===== config.mk =====
export PLATFORM = sky130hd
export DESIGN_NAME = mem_arbiter
export DESIGN_NICKNAME = d
export VERILOG_FILES = /design/src/rtl/mem_arbiter.sv
export SDC_FILE = /design/constraint.sdc
export NUM_CORES = 1
export LEC_CHECK = 0
export ABC_AREA = 1
export CORE_AREA = 2 2 266 268
export CTS_CLUSTER_SIZE = 8
export DETAILED_ROUTE_END_ITERATION = 7
export DIE_AREA = 0 0 268 270
export HOLD_SLACK_MARGIN = 0.06
export SETUP_SLACK_MARGIN = 0.05
export SYNTH_ARGS = -nofsm -noshare
export SYNTH_HDL_FRONTEND = slang
export SYNTH_SLANG_ARGS = --single-unit
export TNS_END_PERCENT = 10

===== constraint.sdc =====
create_clock -name in_clk -period 1.3 [get_ports in_clk]
set_clock_uncertainty 0.1 [all_clocks]
set_input_delay 0.26 -clock in_clk [delete_from_list [all_inputs] [get_ports in_clk]]
set_output_delay 0.26 -clock in_clk [all_outputs]
set_load 0.02 [all_outputs]

===== src/rtl/mem_arbiter.sv =====
// Purpose: two-port round-robin arbiter/sequencer onto a single shared block-memory port, with range checking.
// Latency: write ack at N+2, read ack (with data) at N+3, range-error ack at N+1 after the IDLE grant cycle N.
// Backpressure: one transaction in flight; requesters hold req/we/addr/wdata until their ack, losers simply wait.
module mem_arbiter #(
    parameter int size       = 1024,
    parameter int blocks     = 4,
    parameter int log_size   = 10,
    parameter int cell_width = 32,
    localparam int width     = blocks * cell_width
) (
    input  logic                in_clk,
    input  logic                in_reset,
    input  logic                in_req0,
    input  logic                in_req1,
    input  logic                in_we0,
    input  logic                in_we1,
    input  logic [log_size-1:0] in_addr0,
    input  logic [log_size-1:0] in_addr1,
    input  logic [width-1:0]    in_wdata0,
    input  logic [width-1:0]    in_wdata1,
    output logic                out_ack0,
    output logic                out_ack1,
    output logic                out_err0,
    output logic                out_err1,
    output logic [width-1:0]    out_rdata,
    output logic                out_busy,
    output logic [log_size-1:0] out_mem_address,
    output logic [width-1:0]    out_mem_data,
    output logic                out_mem_read_en,
    output logic                out_mem_write_en,
    input  logic [width-1:0]    in_mem_data
);

    // One extra bit so addr + blocks cannot wrap before the compare.
    localparam int AW1 = log_size + 1;

    typedef enum logic [2:0] {
        S_IDLE,
        S_WRITE,
        S_READ,
        S_LATCH,
        S_RESP
    } state_t;

    state_t              r_state;
    state_t              w_next;
    logic                r_prio;
    logic                r_id;
    logic                r_we;
    logic                r_err;
    logic [log_size-1:0] r_addr;
    logic [width-1:0]    r_wdata;
    logic [width-1:0]    r_rdata;

    logic                w_take;
    logic                w_gnt_id;
    logic                w_gnt_we;
    logic [log_size-1:0] w_gnt_addr;
    logic [width-1:0]    w_gnt_wdata;
    logic [AW1-1:0]      w_end;
    logic                w_range_err;

    // Winner selection: a lone requester wins outright, a tie goes to the priority pointer.
    assign w_gnt_id    = (in_req0 & in_req1) ? r_prio : in_req1;
    assign w_gnt_we    = w_gnt_id ? in_we1    : in_we0;
    assign w_gnt_addr  = w_gnt_id ? in_addr1  : in_addr0;
    assign w_gnt_wdata = w_gnt_id ? in_wdata1 : in_wdata0;
    assign w_end       = {1'b0, w_gnt_addr} + AW1'(blocks);
    assign w_range_err = (w_end > AW1'(size));

    // State register.
    always_ff @(posedge in_clk or negedge in_reset) begin
        if (!in_reset) begin
            r_state <= S_IDLE;
        end else begin
            r_state <= w_next;
        end
    end

    // Next-state decode and state-derived outputs.
    always_comb begin
        w_next           = r_state;
        w_take           = 1'b0;
        out_mem_write_en = 1'b0;
        out_mem_read_en  = 1'b0;
        out_ack0         = 1'b0;
        out_ack1         = 1'b0;
        out_err0         = 1'b0;
        out_err1         = 1'b0;
        out_busy         = (r_state != S_IDLE);
        case (r_state)
            S_IDLE: begin
                if (in_req0 | in_req1) begin
                    w_take = 1'b1;
                    if (w_range_err) begin
                        w_next = S_RESP;
                    end else if (w_gnt_we) begin
                        w_next = S_WRITE;
                    end else begin
                        w_next = S_READ;
                    end
                end
            end
            S_WRITE: begin
                out_mem_write_en = 1'b1;
                w_next           = S_RESP;
            end
            S_READ: begin
                out_mem_read_en = 1'b1;
                w_next          = S_LATCH;
            end
            S_LATCH: begin
                w_next = S_RESP;
            end
            S_RESP: begin
                out_ack0 = ~r_id;
                out_ack1 = r_id;
                out_err0 = ~r_id & r_err;
                out_err1 = r_id & r_err;
                w_next   = S_IDLE;
            end
            default: begin
                w_next = S_IDLE;
            end
        endcase
    end

    // Latch the granted transaction, rotate priority, capture read data at the end of LATCH.
    always_ff @(posedge in_clk or negedge in_reset) begin
        if (!in_reset) begin
            r_prio  <= 1'b0;
            r_id    <= 1'b0;
            r_we    <= 1'b0;
            r_err   <= 1'b0;
            r_addr  <= '0;
            r_wdata <= '0;
            r_rdata <= '0;
        end else begin
            if (w_take) begin
                r_id    <= w_gnt_id;
                r_we    <= w_gnt_we;
                r_err   <= w_range_err;
                r_addr  <= w_gnt_addr;
                r_wdata <= w_gnt_wdata;
                r_prio  <= ~w_gnt_id;
            end
            if (r_state == S_LATCH) begin
                r_rdata <= in_mem_data;
            end
        end
    end

    // r_we is kept for observability of the latched transaction; the FSM path already encodes it.
    logic w_unused_we;
    assign w_unused_we = r_we;

    assign out_mem_address = r_addr;
    assign out_mem_data    = r_wdata;
    assign out_rdata       = r_rdata;

endmodule


======== Word level (Yosys, flattened, before mapping) ========
Index checks and enable logic that the tools add are counted.
W data, S select, Z words.
cells by class
  add/subtract/negate cells ............... 1
  eq/ne operators ......................... 5
  muxes and demuxes ....................... 16
  bitwise operators ....................... 6
  reductions and logical operators ........ 3
  magnitude comparators ................... 1
operators with widths
  operator                 count
  $mux W128                1
  $add A10 B3 Y11 const B  1
  $gt A11 B11 Y1 const B   1
  $mux W1                  10
  $mux W10                 1
  $pmux W3 S3              1
  $eq A3 B2 Y1 const B     2
  $mux W3                  2
  $and A1 B1 Y1            3
  $eq A3 B1 Y1 const B     1
  $eq A3 B3 Y1 const B     1
  $logic_not A3 Y1         1
  $reduce_bool A3 Y1       1
  $mux W2                  1
  $ne A2 B2 Y1 const B     1
  $not A1 Y1               2
  $reduce_or A2 Y1         1
  $or A1 B1 Y1             1
storage, ports and cells
  register bits after elaboration ......... 272
  bits of input ports ..................... 410
  output and inout bits ................... 273
  word-level logic and storage cells ...... 39

======== Depth between registers and ports, before layout ========
Gate-level depths: netlist (run 1).
  depth in word-level cells ............... 8
  gate-level depth with buffers ........... 10

======== Worst setup path before layout (run 1) ========
No wires, ideal clock.
  path type ............................... reg-to-reg
  start point ............................. register r_state[0]
  end point ............................... register r_wdata[24], in the netlist out_mem_data[24]
  slack ................................... -0.173 ns
  setup time .............................. 0.125 ns
  period minus slack after synthesis ...... 1.473 ns
  stages on the path, launching flop included .. 9
  arrival ................................. 1.248 ns
  path through ............................ dfrtp_1 inv_2 nand3_4 nor2_4 inv_2 buf_4 buf_2 nand2_1 nand3_1
on the way
  cells in the longest elaborated chain, start to end .. 2
ends and longest elaborated chain
  element                   line  source
  start: declaration        45    state_t r_state;
  start signal: assignment  76    r_state <= w_next;
  $logic_not A3 Y1          91    case (r_state)
  $mux W1                   91
  end signal: assignment    144   r_wdata <= w_gnt_wdata;
  end: declaration          52    logic [width-1:0] r_wdata;
Every way passes these cells.
A chain may end at the register's enable or synchronous reset.

======== Final worst setup path (run 1) ========
  start point ............................. register r_state[2]
  end point ............................... output port out_ack0
on the way
  cells in the longest elaborated chain, start to end .. 2
ends and longest elaborated chain
  element           line  source
  $eq A3 B3 Y1      91
  $mux W1           91
  end: declaration  21    output logic out_ack0,
Every way passes these cells.

==> reports/results.ini, run 1 <==
[timing]
finalMaxSlewViolations=0
final-setup-viol-count=545
tightest_slew_ps=511
relSlewSlack=0.659
hold_violations=0
min_period_over_period=1.42
fin_crit_ps=1850
max_freq_mhz=540
grt_setup_unrepaired=true
worst_slack_ps=-550
holdWs_ps=85.4

[setup_path]
end_kind=primary output
cpPeakStageDelay_ps=360
crit_required_ps=940
cp_common_cell=buf_6
crit_path_start_kind=flip-flop
cp.arrival_ps=1490
crit_chain=buf_4 > nand3_2 > buf_6 > nor2_2 > buf_6
critPathKind=reg -> out
path_max_fanout=4
crit_slowest_cell=dfrtp_1

[worst_hold_path]
min_path_type=in -> reg

[yosys]
yosysMostFrequentCell=dfrtp_1
synth_nets=1533
synth.distinct_cells=21
synth_top_family_by_area=simple AND/OR/NAND/NOR gates
synth_compound_area_frac=0.00465
yosys-mux-area-fraction=0.122
syn_area_um2=11800
ys_seq_area_frac=0.575
yosys-top-cells-area=dfrtp_1 (57%), mux2_2 (12%), nand3_1 (11%), nand4_1 (6.8%), nand2_1 (5.8%)
yosysTopAreaCell=dfrtp_1
synth-edff-count=0
ys_top_cells_by_count=dfrtp_1 (272), nand3_1 (266), nand2_1 (183), nand4_1 (129), mux2_2 (128)
synth_fa_ha_area_frac=0
synth_xor_area_frac=0
synth_seq_cells=272
async_flop_share=1.00
syn_inst=1123
syn_avg_cell_area_um2=10.5
synth_top_cell_area_share=0.575
yosys_warnings=0
ys.flop_type=dfrtp_1
synthSimpleGateAreaFrac=0.247

[detailed_routing]
viasPerCell=4.34
wl_per_cell_um=20.0
met3_length_um=5170
ant_nets=0
firstDrtPassIters=8
drc_errors=0
highest_layer=met5
vias=12300
met2WireLength_um=28300
wirelength_um=56900
drt_iter0_markers=674
wl_met1_um=20600

[placed_design]
gp_congestion=0.891
dp_hpwl_um=41000
placedCellCount=2750
port_buffers=682

[global_routing]
grt_pass1_wl_um=78100
track_usage=0.141
antenna_found_initial=4
grt_max_degree=64
grt_pass1_vias=12900
overflow=0

[pwr]
switchingPower_mw=23.3
seqPwrFrac=0.284
power_density_nw_per_um2=2560
pwr-share-clk=0.167
power_mw=55.9
power.leakage_nw=9.69
p_int_mw=32.6
combPwrFrac=0.549
peakVddDrop_mv=1.02
swShare=0.417

[die]
io_pins=683
coreArea_um2=69500
die_h_um=270
initial_core_util=0.170
rows=97
dieArea_um2=72400
die_x_um=268

[layout]
syn2layout_area_growth_pct=84.4
drive_above_1_share=0.325
nFillCells=7042
fin_nets=2301
fin_cells=2840
seqCellArea_um2=6810
multi_input_area_um2=4520

[cts]
cts_tree=built
cts_sinks=272
path_clk_slew_ps=50
cts_buffer_depth=3
cts-htree-levels=2
cts_root_buffer=clkbuf_16
cts_buffers=40
clock_latency_ps=540

[status]
violations=setup timing
status=finished with violations

[flow_run]
maxCapViolCount=0

==> layout by cell type (no fill, tap or decap), types with 4 or more instances in the layout <==
master             n
clkdlybuf4s50_1  407
o21ai_1            5
nand3_1          264
inv_1              7
buf_6            143
clkbuf_1           6
clkbuf_16         54
dfrtp_1          268
nand4_1          129
buf_4            105
nor2_1             6
buf_2            104
mux2_2           128
nand2_1          181
buf_16             6
dfrtp_2            4
buf_12            26
clkbuf_2          20
==> cell families after synthesis <==
kind of cell / Yosys count
flops: 272
compound gates: 11
buf+inv: 116
mux: 128
simple gates: 596
==> per-stage QoR <==
step	worst slack, ps	util	setup TNS, ps	area [um2]
2_1_floorplan	-127	-	-28020	11900
3_3_place_gp	-668	0.293	-141950	20400
3_5_place_dp	-687	0.293	-146960	20400
4_1_cts	-581	0.306	-187610	21300
5_1_grt	-631	0.314	-172740	21800
6_report	-550	0.314	-143610	21800
==> power by group through the flow <==
stage | clock network, mW | logic (mW) | registers, mW
after floorplan | 0 | 9.22 | 20.2
final | 9.34 | 30.7 | 15.9
after global placement | 0 | 29.3 | 15.5
after CTS | 9.63 | 28.1 | 15.6
after global routing | 9.99 | 32.7 | 16.3
after detailed placement | 0 | 29.5 | 15.5
==> layer usage <==
layer,up-vias,global-route usage
met4,4,0.0670
li1,5512,-
met3,130,0.0435
met1,5975,0.153
met2,697,0.249
met5,-,0
==> critical path, delay by kind of cell (launching register included) <==
kind	cells	cell delay (ps)
buf+inv	3	400
flops	1	360
simple gates	2	190
==> final timing paths <==
path,from,endpoint,slack (ps),depth (start not counted)
setup / recovery,r_state[2],out_ack0,-550,5
hold / removal,in_req1,out_mem_address[5],90,5
setup reg to reg,r_state[1],out_mem_data[57],-470,8
hold reg to reg,out_mem_address[6],out_mem_address[6],370,2
max in group asynchronous,in_reset,out_rdata[3],320,3
min in group asynchronous,in_reset,out_mem_data[69],190,2
==> layout make-up <==
class / count / area share
inverters: 13 / 0.00378
repair buffers: 829 / 0.375
flip-flops and latches: 272 / 0.312
diodes: 2 / 0.000229
well taps: 940 / 0.0538
clock buffers: 47 / 0.0475
multi-input cells: 735 / 0.207
clock inverters: 2 / 0.00115
==> timing repair <==
item | in CTS | in global routing
hold buffers | 1 | 0
resized for setup | 765 | 469
endpoints found under the setup margin | 545 | 545
gates cloned | 0 | 18
hold endpoints to repair | 275 | 0
setup buffers | 11 | 9
pin swaps | 7 | 4
==> registers in the layout, summed over array words and instances, names as in the netlist <==
| register | count |
|---|---|
| r_err | 1 |
| out_rdata | 128 |
| out_mem_data | 128 |
| r_state | 3 |
| out_mem_address | 10 |
| r_id | 1 |
| r_prio | 1 |
(Power assumes the default switching activity.)
==> run 2: changes to the inputs <==
RECOVER_POWER = 100   (was default)
==> reports/results.ini, run 2 (synthesis gave the netlist of run 1 again) <==
[worst_hold_path]
hp-start=in_req1
min_to=out_mem_address[5]
min_path_cells=5
min_path_type=in -> reg

[setup_path]
crit_required_ps=940
crit_path_start_kind=flip-flop
r2r-start=r_state[1]
critPathKind=reg -> out
path_max_fanout=4
crit_chain=buf_4 > nand3_2 > buf_6 > nor2_2 > buf_6
rr_endpoint=out_mem_data[58]
cp_common_cell=buf_6
regToRegSetupSlack_ps=-470
cp.arrival_ps=1490
end_kind=primary output
cpPeakStageDelay_ps=360
reg2regPathDepth=9
crit_slowest_cell=dfrtp_1

[die]
die_h_um=270
coreArea_um2=69500
rows=97
dieArea_um2=72400
io_pins=683
die_x_um=268
initial_core_util=0.170

[timing]
fin_crit_ps=1850
worst_slack_ps=-554
grt_setup_unrepaired=true
tightest_slew_ps=917
finalMaxSlewViolations=0
hold_violations=0
min_period_over_period=1.43
final-setup-viol-count=570
relSlewSlack=0.389
max_freq_mhz=539

[status]
status=finished with violations
violations=setup timing

[cts]
cts_sinks=272
cts_buffer_depth=3
cts_root_buffer=clkbuf_16
clock_latency_ps=540
cts-htree-levels=2
cts_buffers=40
cts_tree=built
path_clk_slew_ps=50

[global_routing]
grt_pass1_wl_um=78100
grt_max_degree=64
overflow=0
grt_pass1_vias=12900
antenna_found_initial=4
track_usage=0.141

[layout]
mostFrequentLayoutCells=clkdlybuf4s50_1 (407), dfrtp_1 (268), nand3_1 (264), nand2_1 (181), buf_6 (143)
layout_commonest_cell=clkdlybuf4s50_1
syn2layout_area_growth_pct=84.3
fin_nets=2301
drive_above_1_share=0.325
nFillCells=7047

[pwr]
power_mw=55.9
power.leakage_nw=9.68
power_density_nw_per_um2=2560
peakVddDrop_mv=1.02

[detailed_routing]
drc_errors=0
firstDrtPassIters=5
drt_iter0_markers=698
ant_nets=0
vias=12300
wirelength_um=56800
viasPerCell=4.34
wl_per_cell_um=20.0

[placed_design]
gp_congestion=0.891
dp_slack_ps=-687
port_buffers=682
dp_hpwl_um=41000

[flow_run]
maxCapViolCount=0

==> run 2: worst max-delay path by stage <==
stage               start                to  slack [ps]  cells past startpoint
6_report       r_state[2]          out_ack0        -550                      5
5_1_grt        r_state[0]          out_err0        -630                      5
4_1_cts        r_state[0]          out_err0        -580                      5
3_5_place_dp      in_req0  out_mem_data[91]        -690                      7
3_3_place_gp      in_req0        r_state[1]        -670                     10
2_1_floorplan  r_state[2]  out_mem_data[24]        -130                      8
==> run 2: through the flow <==
stage | hold slack, ps | instance area, um2 | utilization | cells | setup TNS, ps
finish | 86.4 | 21800 | 0.314 | 2840 | -143900
global route | 108 | 21800 | 0.314 | 2840 | -179250
CTS | 31.4 | 21300 | 0.306 | 2811 | -187610
detailed placement | 139 | 20400 | 0.293 | 2750 | -146960
global placement | 126 | 20400 | 0.293 | 2750 | -141950
floorplan | -136 | 11900 | - | 1123 | -28020
==> run 2: area by class of cell <==
class / instances / area, um2 / area share
tap: 940 / 1180 / 0.0539
multi-input combinational: 735 / 4520 / 0.207
clock buffer: 47 / 1040 / 0.0475
clock inverter: 2 / 25.0 / 0.00115
antenna: 2 / 5.00 / 0.000229
timing repair buffer: 829 / 8170 / 0.374
inverter: 13 / 82.6 / 0.00378
sequential: 272 / 6810 / 0.312
==> run 2: critical path: cells and delay by family, from the launching register on <==
kind	cells	cell delay [ps]
DFF	1	360
and+or+nand+nor	2	190
buffers and inverters	3	400
==> run 2: power breakdown <==
| part | internal (mW) | switching, mW | total [mW] |
|---|---|---|---|
| registers | 12.9 | 2.99 | 15.9 |
| logic | 14.2 | 16.5 | 30.7 |
| clock network | 5.53 | 3.81 | 9.34 |
==> run 2: repair_timing <==
item                                   in CTS  in global routing
pin swaps                                   7                  4
endpoints found under the hold margin     275                  0
hold buffers                                1                  0
cloned                                      0                 18
buffers inserted                           11                  9
resized for setup                         765                469
setup endpoints to repair                 545                545
==> run 2: metal layers <==
layer / routed length (um) / GRT usage / part of all wire / vias up
li1: - / - / - / 5514
met1: 20500 / 0.153 / 0.36 / 5950
met2: 28100 / 0.249 / 0.49 / 721
met3: 5270 / 0.0435 / 0.093 / 137
met4: 2970 / 0.0670 / 0.052 / 4
met5: 25 / 0 / 0.00044 / -
